[config.mk]
export PLATFORM = sky130hd
export DESIGN_NAME = cache_line_arbiter
export DESIGN_NICKNAME = d
export VERILOG_FILES = /design/src/rtl/cache_line_arbiter.sv
export SDC_FILE = /design/constraint.sdc
export NUM_CORES = 1
export LEC_CHECK = 0
export CAP_MARGIN = 20
export CORE_AREA = 2 2 537 539
export CTS_CLUSTER_DIAMETER = 80
export DETAILED_ROUTE_END_ITERATION = 8
export DIE_AREA = 0 0 539 541
export SYNTH_ARGS = -nofsm -noshare
export SYNTH_HDL_FRONTEND = slang
export SYNTH_SLANG_ARGS = --single-unit
[constraint.sdc]
create_clock -name clk -period 1.74 [get_ports clk]
set_clock_uncertainty 0.15 [all_clocks]
set_input_delay 0.174 -clock clk [delete_from_list [all_inputs] [get_ports clk]]
set_output_delay 0.174 -clock clk [all_outputs]
set_load 0.01 [all_outputs]
[src/rtl/cache_line_arbiter.sv]
// Round-robin arbiter sharing one DRAM line port between the I-cache and D-cache.
// Squashed I-cache fills are drained on the memory side and never reported back.
module cache_line_arbiter #(
  parameter int ADDR_W = 32,
  parameter int LINE_W = 256
) (
  input  logic              clk,
  input  logic              rst,
  input  logic              flush,
  input  logic [ADDR_W-1:0] i_addr,
  input  logic              i_read,
  output logic [LINE_W-1:0] i_rdata,
  output logic              i_resp,
  input  logic [ADDR_W-1:0] d_addr,
  input  logic              d_read,
  input  logic              d_write,
  input  logic [LINE_W-1:0] d_wdata,
  output logic [LINE_W-1:0] d_rdata,
  output logic              d_resp,
  output logic [ADDR_W-1:0] mem_addr,
  output logic              mem_read,
  output logic              mem_write,
  output logic [LINE_W-1:0] mem_wdata,
  input  logic [LINE_W-1:0] mem_rdata,
  input  logic              mem_resp
);

  typedef enum logic [1:0] {IDLE, SERVE_I, SERVE_D, DRAIN} state_t;

  state_t              state;
  logic [ADDR_W-1:0]   addr_q;
  logic [LINE_W-1:0]   wdata_q;
  logic                last_grant;
  logic                i_req;
  logic                d_req;
  logic                grant_d;

  assign i_req = i_read && !flush;
  assign d_req = d_read || d_write;
  // last_grant: 0 = I, 1 = D; on a tie the side not served last wins.
  assign grant_d = d_req && (!i_req || !last_grant);

  always_ff @(posedge clk) begin
    if (rst) begin
      state      <= IDLE;
      addr_q     <= '0;
      wdata_q    <= '0;
      last_grant <= 1'b0;
      mem_read   <= 1'b0;
      mem_write  <= 1'b0;
    end else begin
      case (state)
        IDLE: begin
          if (grant_d) begin
            state      <= SERVE_D;
            addr_q     <= d_addr;
            wdata_q    <= d_wdata;
            last_grant <= 1'b1;
            mem_read   <= d_read;
            mem_write  <= d_write;
          end else if (i_req) begin
            state      <= SERVE_I;
            addr_q     <= i_addr;
            last_grant <= 1'b0;
            mem_read   <= 1'b1;
            mem_write  <= 1'b0;
          end
        end
        SERVE_I: begin
          if (mem_resp) begin
            state    <= IDLE;
            mem_read <= 1'b0;
          end else if (flush) begin
            // Memory still owes us a line; keep the read up and swallow it.
            state <= DRAIN;
          end
        end
        SERVE_D, DRAIN: begin
          if (mem_resp) begin
            state     <= IDLE;
            mem_read  <= 1'b0;
            mem_write <= 1'b0;
          end
        end
        default: begin
          state     <= IDLE;
          mem_read  <= 1'b0;
          mem_write <= 1'b0;
        end
      endcase
    end
  end

  assign mem_addr  = addr_q;
  assign mem_wdata = wdata_q;
  assign i_rdata   = mem_rdata;
  assign d_rdata   = mem_rdata;
  assign i_resp    = (state == SERVE_I) && mem_resp && !flush;
  assign d_resp    = (state == SERVE_D) && mem_resp;

endmodule
## Word-level counts from Yosys, hierarchy flattened

Cells that the tools add are included.
Widths: inputs -> output; s select.

- Equality and inequality tests: 7
- Muxes and demuxes: 16
- Reduce and logical (&&, ||, !) cells: 20

Operator list:

| operator | count |
|---|---|
| $mux 32 | 2 |
| $mux 2 | 5 |
| $mux 1 | 6 |
| $ne 3x3->1 const B | 2 |
| $pmux 2 s3 | 1 |
| $reduce_and 2->1 | 3 |
| $reduce_and 3->1 | 2 |
| $logic_and 1x1->1 | 5 |
| $eq 2x2->1 const B | 2 |
| $pmux 1 s2 | 2 |
| $reduce_bool 2->1 | 2 |
| $logic_not 1->1 | 3 |
| $reduce_or 3->1 | 1 |
| $eq 2x1->1 const B | 1 |
| $logic_not 2->1 | 1 |
| $logic_or 1x1->1 | 2 |
| $ne 2x1->1 const B | 1 |
| $ne 2x2->1 const B | 1 |
| $reduce_or 2->1 | 1 |

- Register bits: 293
- Bits of input ports: 583
- Output and inout bits: 804
- Logic and storage cells: 49

## Longest topological paths before layout

Gate-level depths: netlist (run 1).

- Depth after elaboration: 7
- Depth in mapped cells: 7
- Mapped depth without buffers: 4

## Least setup slack after synthesis (run 1)

OpenSTA, ideal clock, no wires.

- Path kind: reg2reg
- Start: register last_grant
- End: register wdata_q[100] (netlist: mem_wdata[100])
- Library setup time: 132 ps
- Arrival: 1484 ps
- Data required time: 1458 ps
- Setup slack: -27 ps
- Stages on the path, launching flop included: 8
- Buffers on the path: 3
- Cells stage by stage: dfxtp_1 > and3b_1 > or4_1 > buf_2 > buf_6 > buf_6 > nand2_1 > a21oi_1

- Cells in the longest elaborated chain, start to end: 4

Ends and longest elaborated chain:

| item | RTL line | RTL |
|---|---|---|
| start, declared | 33 | `logic last_grant;` |
| start signal, assigned | 48 | `last_grant <= 1'b0;` |
| start signal, assigned | 58 | `last_grant <= 1'b1;` |
| start signal, assigned | 64 | `last_grant <= 1'b0;` |
| $logic_not 1->1 | 41 | `assign grant_d = d_req && (!i_req \|\| !last_grant);` |
| $logic_or 1x1->1 | 41 |  |
| $logic_and 1x1->1 | 41 |  |
| $reduce_and 2->1 (no source line) | -- |  |
| end signal, assigned | 57 | `wdata_q <= d_wdata;` |
| end, declared | 32 | `logic [LINE_W-1:0] wdata_q;` |

No other way between the ends.
A chain may end at the register's enable or synchronous reset.

## Worst setup path after layout (run 1)

- Start: register state[1]
- End: register wdata_q[67] (netlist: mem_wdata[67])

- Cells in the longest elaborated chain, start to end: 2

Ends and longest elaborated chain:

| item | RTL line | RTL |
|---|---|---|
| start, declared | 30 | `state_t state;` |
| start signal, assigned | 45 | `state <= IDLE;` |
| start signal, assigned | 55 | `state <= SERVE_D;` |
| start signal, assigned | 62 | `state <= SERVE_I;` |
| $logic_not 2->1 | 52 | `case (state)` |
| $reduce_and 2->1 (no source line) | -- |  |

No other way between the ends.

==> results of run 1 <==
## tightest hold or removal path, delay by kind of cell
kind,cells,cell delay [ns]
compound gates,1,0.14
buf+inv,1,0.39
simple gates,1,0.20
## synthesized netlist by cell type
library cell / instances / area (sq um)
clkbuf_1: 48 / 180
nand2_1: 577 / 2170
buf_1: 1 / 3.75
buf_6: 25 / 282
nand3b_1: 2 / 15.0
buf_2: 31 / 155
o21ai_1: 1 / 5.00
nor3_1: 1 / 5.00
a211oi_1: 1 / 7.51
o21ai_0: 1 / 5.00
nor4bb_1: 1 / 10.0
nor4_2: 1 / 12.5
a311oi_1: 32 / 280
buf_4: 512 / 3840
nand4b_1: 1 / 8.76
a21oi_1: 261 / 1310
and3b_1: 1 / 8.76
dfxtp_1: 293 / 5870
nor2_1: 40 / 150
or4_1: 1 / 7.51
nor2b_1: 1 / 6.26
nand2b_1: 2 / 12.5
## report_power, final
group	internal [mW]	switching, mW
combinational	2.99	3.90
clock	6.04	4.56
sequential	7.41	0.404
## cells by family after synthesis
family,synth area share
AOI/OAI and AO/OA,0.112
buffers and inverters,0.311
and+or+nand+nor,0.168
DFF,0.409
## routing by layer
layer  up-vias  GRT usage  share of wire
met1      6337     0.0851           0.23
met2      1511      0.178           0.39
met3       561      0.187           0.32
met4        16     0.0665          0.062
li1       6310          -              -
met5         -     0.0151         0.0034
## registers in the layout, indices dropped and copies added (netlist names)
name	flops
mem_addr	32
mem_read	1
mem_write	1
state	2
last_grant	1
mem_wdata	256
## area by class of cell
cell class | instances | area (sq um)
antenna | 10 | 25.0
clock buffer | 63 | 1340
clock inverter | 28 | 363
fill | 33400 | 260000
multi-input combinational | 924 | 4240
sequential | 293 | 5890
tap | 3781 | 4730
timing repair buffer | 1038 | 10000
## metrics by stage
step | TNS [ns] | hold slack (ns) | power [mW]
floorplan | 0 | 0.160 | 11.1
global placement | -139.88 | 0.198 | 14.1
detailed placement | -146.14 | 0.198 | 14.1
CTS | -51.76 | 0.0179 | 25.6
global route | -66.45 | 0.0853 | 26.5
finish | -50.71 | 0.115 | 25.3
## timing repair
item / 4_1_cts / 5_1_grt
hold endpoints to repair: 293 / 0
setup endpoints to repair: 498 / 297
pin swaps: 6 / 10
buffers inserted: 7 / 7
hold buffers: 321 / 0
gates cloned: 0 / 5
resized for setup: 685 / 58
## worst paths after layout
path	cells past startpoint	slack, ns	startpoint	to
min reg2reg	2	0.30	mem_wdata[128]	mem_wdata[128]
max	5	-0.29	state[1]	mem_wdata[67]
max reg2reg	5	-0.29	state[1]	mem_wdata[67]
min	3	0.12	i_addr[21]	mem_addr[21]
==> metrics.csv, run 1 <==
stage;metric;value;unit
clocking;CTS Sinks;293;
setup_path;critical path's top delay family;simple AND/OR/NAND/NOR gates;
finish;fin nets;2889;
setup_path;crit path buf inv count;2;
yosys;Syn Inst Count;1834;
placed_design;post-placement cell area;21600;sq um
setup_path;CP peak stage delay;0.60;ns
sta;final hold vios;0;
sta;Final Critical Period;2.03;ns
placed_design;I/O Buffers;618;
route;drt total wl;196;mm
global_routing;number of antenna violations at the first check in global routing;92;
yosys;#FFs+latches synth;293;
worst_hold_path;worst min-delay path class;input pin to flop;
finish;Final Cell Area;26600;sq um
setup_path;Startpoint Class;flop;
placed_design;setup slack at placement;-0.575;ns
route;via/cell ratio;2.40;
global_routing;vias in the first global route;14400;
clocking;clk slew on worst S/H paths;0.06;ns
finish;Non-Filler Instances;6137;
die;row cnt;197;
pwr;cell leakage power;9.56;nW
sta;setup ws final;-0.288;ns
route;Post-DRT Antenna Nets;0;
finish;most frequent cells in the layout;571 x nand2_1, 326 x clkdlybuf4s50_1, 321 x dlygate4sd3_1;
sta;Final setup viols;295;
route;routed len/inst;32.0;um
job;total of max-cap violations;0;
yosys;syn_nets;2417;
die;initial core utilization;0.0501;
run_status;failing checks;setup timing;
placed_design;Placer Congestion;0.949;
setup_path;Critical Path AT;2.47;ns
clocking;CTS root buf;clkbuf_16;
global_routing;GRT Util Overall;0.128;
die;die width;539;um
die;Die Span Y;541;um
yosys;synthesized area per cell;7.82;sq um
sta;Slew Viols, Final;0;
finish;Layout area overhead;85.6;%
sta;Worst slew margin;0.645;
run_status;outcome;finished, violations left;
die;core footprint;286000;sq um
placed_design;HPWL Detailed;176;mm
clocking;CTS tree;yes;
yosys;register area share after synthesis;0.409;
setup_path;critical path required time;2.18;ns
yosys;Yosys Warn Count;0;
die;Die Area;292000;sq um
sta;fmax;493;MHz
die;I/O pin count;1387;
sta;measured slew at the worst slew-check pin;0.533;ns
yosys;Distinct cells, synth;22;
finish;layout cells sized above 1;0.191;
route;first drt pass iteration count;5;
global_routing;largest net degree at the start of global routing;70;
setup_path;Cell Chain, Critical Path;buf_4, or4_4, buf_12, nand2_1, a21oi_2;
placed_design;Cells after DPL;5696;
route;post-route DRC violation count;0;
finish;final core occ;0.0929;
route;Vias;14700;
global_routing;first-pass GRT wire length;226;mm
setup_path;crit path kind;flop to flop;
yosys;Mapped Area;14300;sq um
finish;commonest non-fill, non-tap cell in the layout;nand2_1;
pwr;PwrDens;951;nW/um^2
setup_path;crit-path max FO;53;
clocking;H-tree depth reported by CTS;2;
sta;Final Cycle Share;1.17;
clocking;worst-skew pair later-pin latency;0.72;ns
clocking;TritonCTS Buffers;49;
global_routing;total global routing overflow;0;
pwr;Peak VDD IR;0.000787;V
route;DRT iter0 DRCs;943;
setup_path;CP max stage cell;or4_4;
sta;RSZ-0062 raised after global routing;true;
clocking;CTS Buffer Depth;3;
setup_path;critical path capture point type;flop;
Power figures use the tool's default switching activity.
==> run 2, diff against run 1 <==
--- a/config.mk
+++ b/config.mk
@@ -7,4 +7,5 @@
 export LEC_CHECK = 0
-export CAP_MARGIN = 20
+export CAP_MARGIN = 25
 export CORE_AREA = 2 2 537 539
+export CTS_BUF_LIST = sky130_fd_sc_hd__clkbuf_16
 export CTS_CLUSTER_DIAMETER = 80
--- a/constraint.sdc
+++ b/constraint.sdc
@@ -4,2 +4,2 @@
 set_output_delay 0.174 -clock clk [all_outputs]
-set_load 0.01 [all_outputs]
+set_load 0.02 [all_outputs]
==> run 2 against run 1 <==
  * The flow still finishes with violations (setup timing)
  * Critical path type unchanged
  * Clock power hardly changed
  * Sequential share of layout area is 0.39 points lower
  * First-iteration DRC count is 8.0% higher
==> metrics.csv, run 2 (same netlist as run 1, synthesis figures left out) <==
stage;metric;value;unit
die;row cnt;197;
route;Post-DRT Antenna Nets;0;
route;Vias;14900;
die;Die Area;292000;sq um
setup_path;crit-path max FO;53;
placed_design;Cells after DPL;5692;
clocking;clk slew on worst S/H paths;0.06;ns
finish;fin nets;2904;
clocking;TritonCTS Buffers;50;
route;post-route DRC violation count;0;
sta;worst hold margin;0.138;ns
sta;Slew Viols, Final;0;
global_routing;number of antenna violations at the first check in global routing;96;
sta;setup ws final;-0.374;ns
route;via/cell ratio;2.42;
clocking;CTS tree;yes;
finish;fillers;33300;
setup_path;RR Endpoint;mem_wdata[22];
sta;Final setup viols;291;
finish;max reg flops;256;
setup_path;Critical Path AT;2.55;ns
sta;final hold vios;0;
clocking;CTS Sinks;293;
placed_design;setup slack at placement;-0.590;ns
global_routing;vias in the first global route;14500;
pwr;PwrDens;959;nW/um^2
sta;Worst slew margin;0.522;
die;core footprint;286000;sq um
run_status;failing checks;setup timing;
worst_hold_path;worst min-delay path class;input pin to flop;
setup_path;Crit Reg-Reg Startpoint;state[1];
sta;measured slew at the worst slew-check pin;0.717;ns
setup_path;reg-to-reg slack, setup;-0.37;ns
sta;RSZ-0062 raised after global routing;true;
global_routing;total global routing overflow;0;
finish;Final Cell Area;27000;sq um
job;total of max-cap violations;0;
placed_design;Placer Congestion;0.960;
clocking;CTS Buffer Depth;3;
finish;area of the multi-input gates;4360;sq um
global_routing;largest net degree at the start of global routing;56;
sta;fmax;473;MHz
worst_hold_path;worst hold start;d_write;
sta;Final Cycle Share;1.21;
setup_path;critical path capture point type;flop;
global_routing;GRT Util Overall;0.129;
die;initial core utilization;0.0501;
placed_design;post-placement cell area;21500;sq um
finish;Layout area overhead;88.5;%
die;I/O pin count;1387;
setup_path;CP startpoint;state[1];
sta;Final Critical Period;2.11;ns
finish;Non-Filler Instances;6155;
global_routing;first-pass GRT wire length;228;mm
clocking;H-tree depth reported by CTS;2;
die;die width;539;um
setup_path;Reg2Reg Depth;5;
placed_design;HPWL Detailed;175;mm
setup_path;crit path kind;flop to flop;
pwr;cell leakage power;9.70;nW
finish;most frequent cells in the layout;509 x nand2_1, 325 x clkdlybuf4s50_1, 321 x dlygate4sd3_1;
route;drt total wl;196;mm
finish;Reg area;5880;sq um
clocking;worst-skew pair later-pin latency;0.70;ns
setup_path;Startpoint Class;flop;
die;Die Span Y;541;um
placed_design;I/O Buffers;618;
finish;layout cells sized above 1;0.242;
route;routed len/inst;31.8;um
route;DRT iter0 DRCs;1018;
pwr;Peak VDD IR;0.000697;V
run_status;outcome;finished, violations left;
setup_path;critical path required time;2.17;ns
setup_path;CP Capture Point;mem_wdata[22];
finish;commonest non-fill, non-tap cell in the layout;nand2_1;
route;first drt pass iteration count;5;
clocking;CTS root buf;clkbuf_16;
sta;Final TNS setup;-69.08;ns
run 2: what timing repair did:
item	in CTS	in global routing
gates cloned	8	4
pin swaps	3	26
buffers inserted	15	13
hold buffers	321	0
hold endpoints to repair	293	0
endpoints found under the setup margin	415	300
gates resized for setup	586	111
run 2: worst min-delay path by stage:
stage                endpoint  cells past startpoint  slack [ns]
2_1_floorplan  mem_wdata[100]                      2        0.16
3_3_place_gp     i_rdata[213]                      0        0.20
3_5_place_dp     i_rdata[213]                      0        0.20
4_1_cts             mem_write                      4        0.02
5_1_grt             mem_write                      4        0.12
6_report            mem_write                      4        0.14
run 2: layout make-up:
type                       count  area share
sequential                   293       0.217
clock inverter                40      0.0143
multi-input combinational    924       0.161
antenna                       15     0.00139
tap                         3781       0.175
clock buffer                  50      0.0463
timing repair buffer        1052       0.384
run 2: metal layers:
layer | GRT usage | up-vias | wire (um)
li1 | - | 6333 | -
met1 | 0.0852 | 6435 | 45200
met2 | 0.179 | 1567 | 75900
met3 | 0.192 | 540 | 63100
met4 | 0.0621 | 20 | 11100
met5 | 0.0123 | - | 586
run 2: through the flow:
step	power, mW	util
after floorplan	12.2	-
after global placement	14.5	0.0751
after detailed placement	14.5	0.0751
after CTS	26.2	0.0925
after global routing	27.1	0.0943
final	25.9	0.0943
run 2: critical path, stage by stage, from the launching register on:
cell	delay, ns
dfxtp_4	0.35
buf_6	0.11
or4_4	0.64
buf_12	0.21
nand2_2	0.20
a21oi_1	0.08
run 2: where the power goes:
| group | internal, mW | total (mW) | leakage [nW] | switching, mW |
|---|---|---|---|---|
| clock network | 5.66 | 10.3 | 0.799 | 4.60 |
| registers | 7.41 | 7.85 | 2.42 | 0.444 |
| logic | 3.35 | 7.80 | 6.49 | 4.45 |
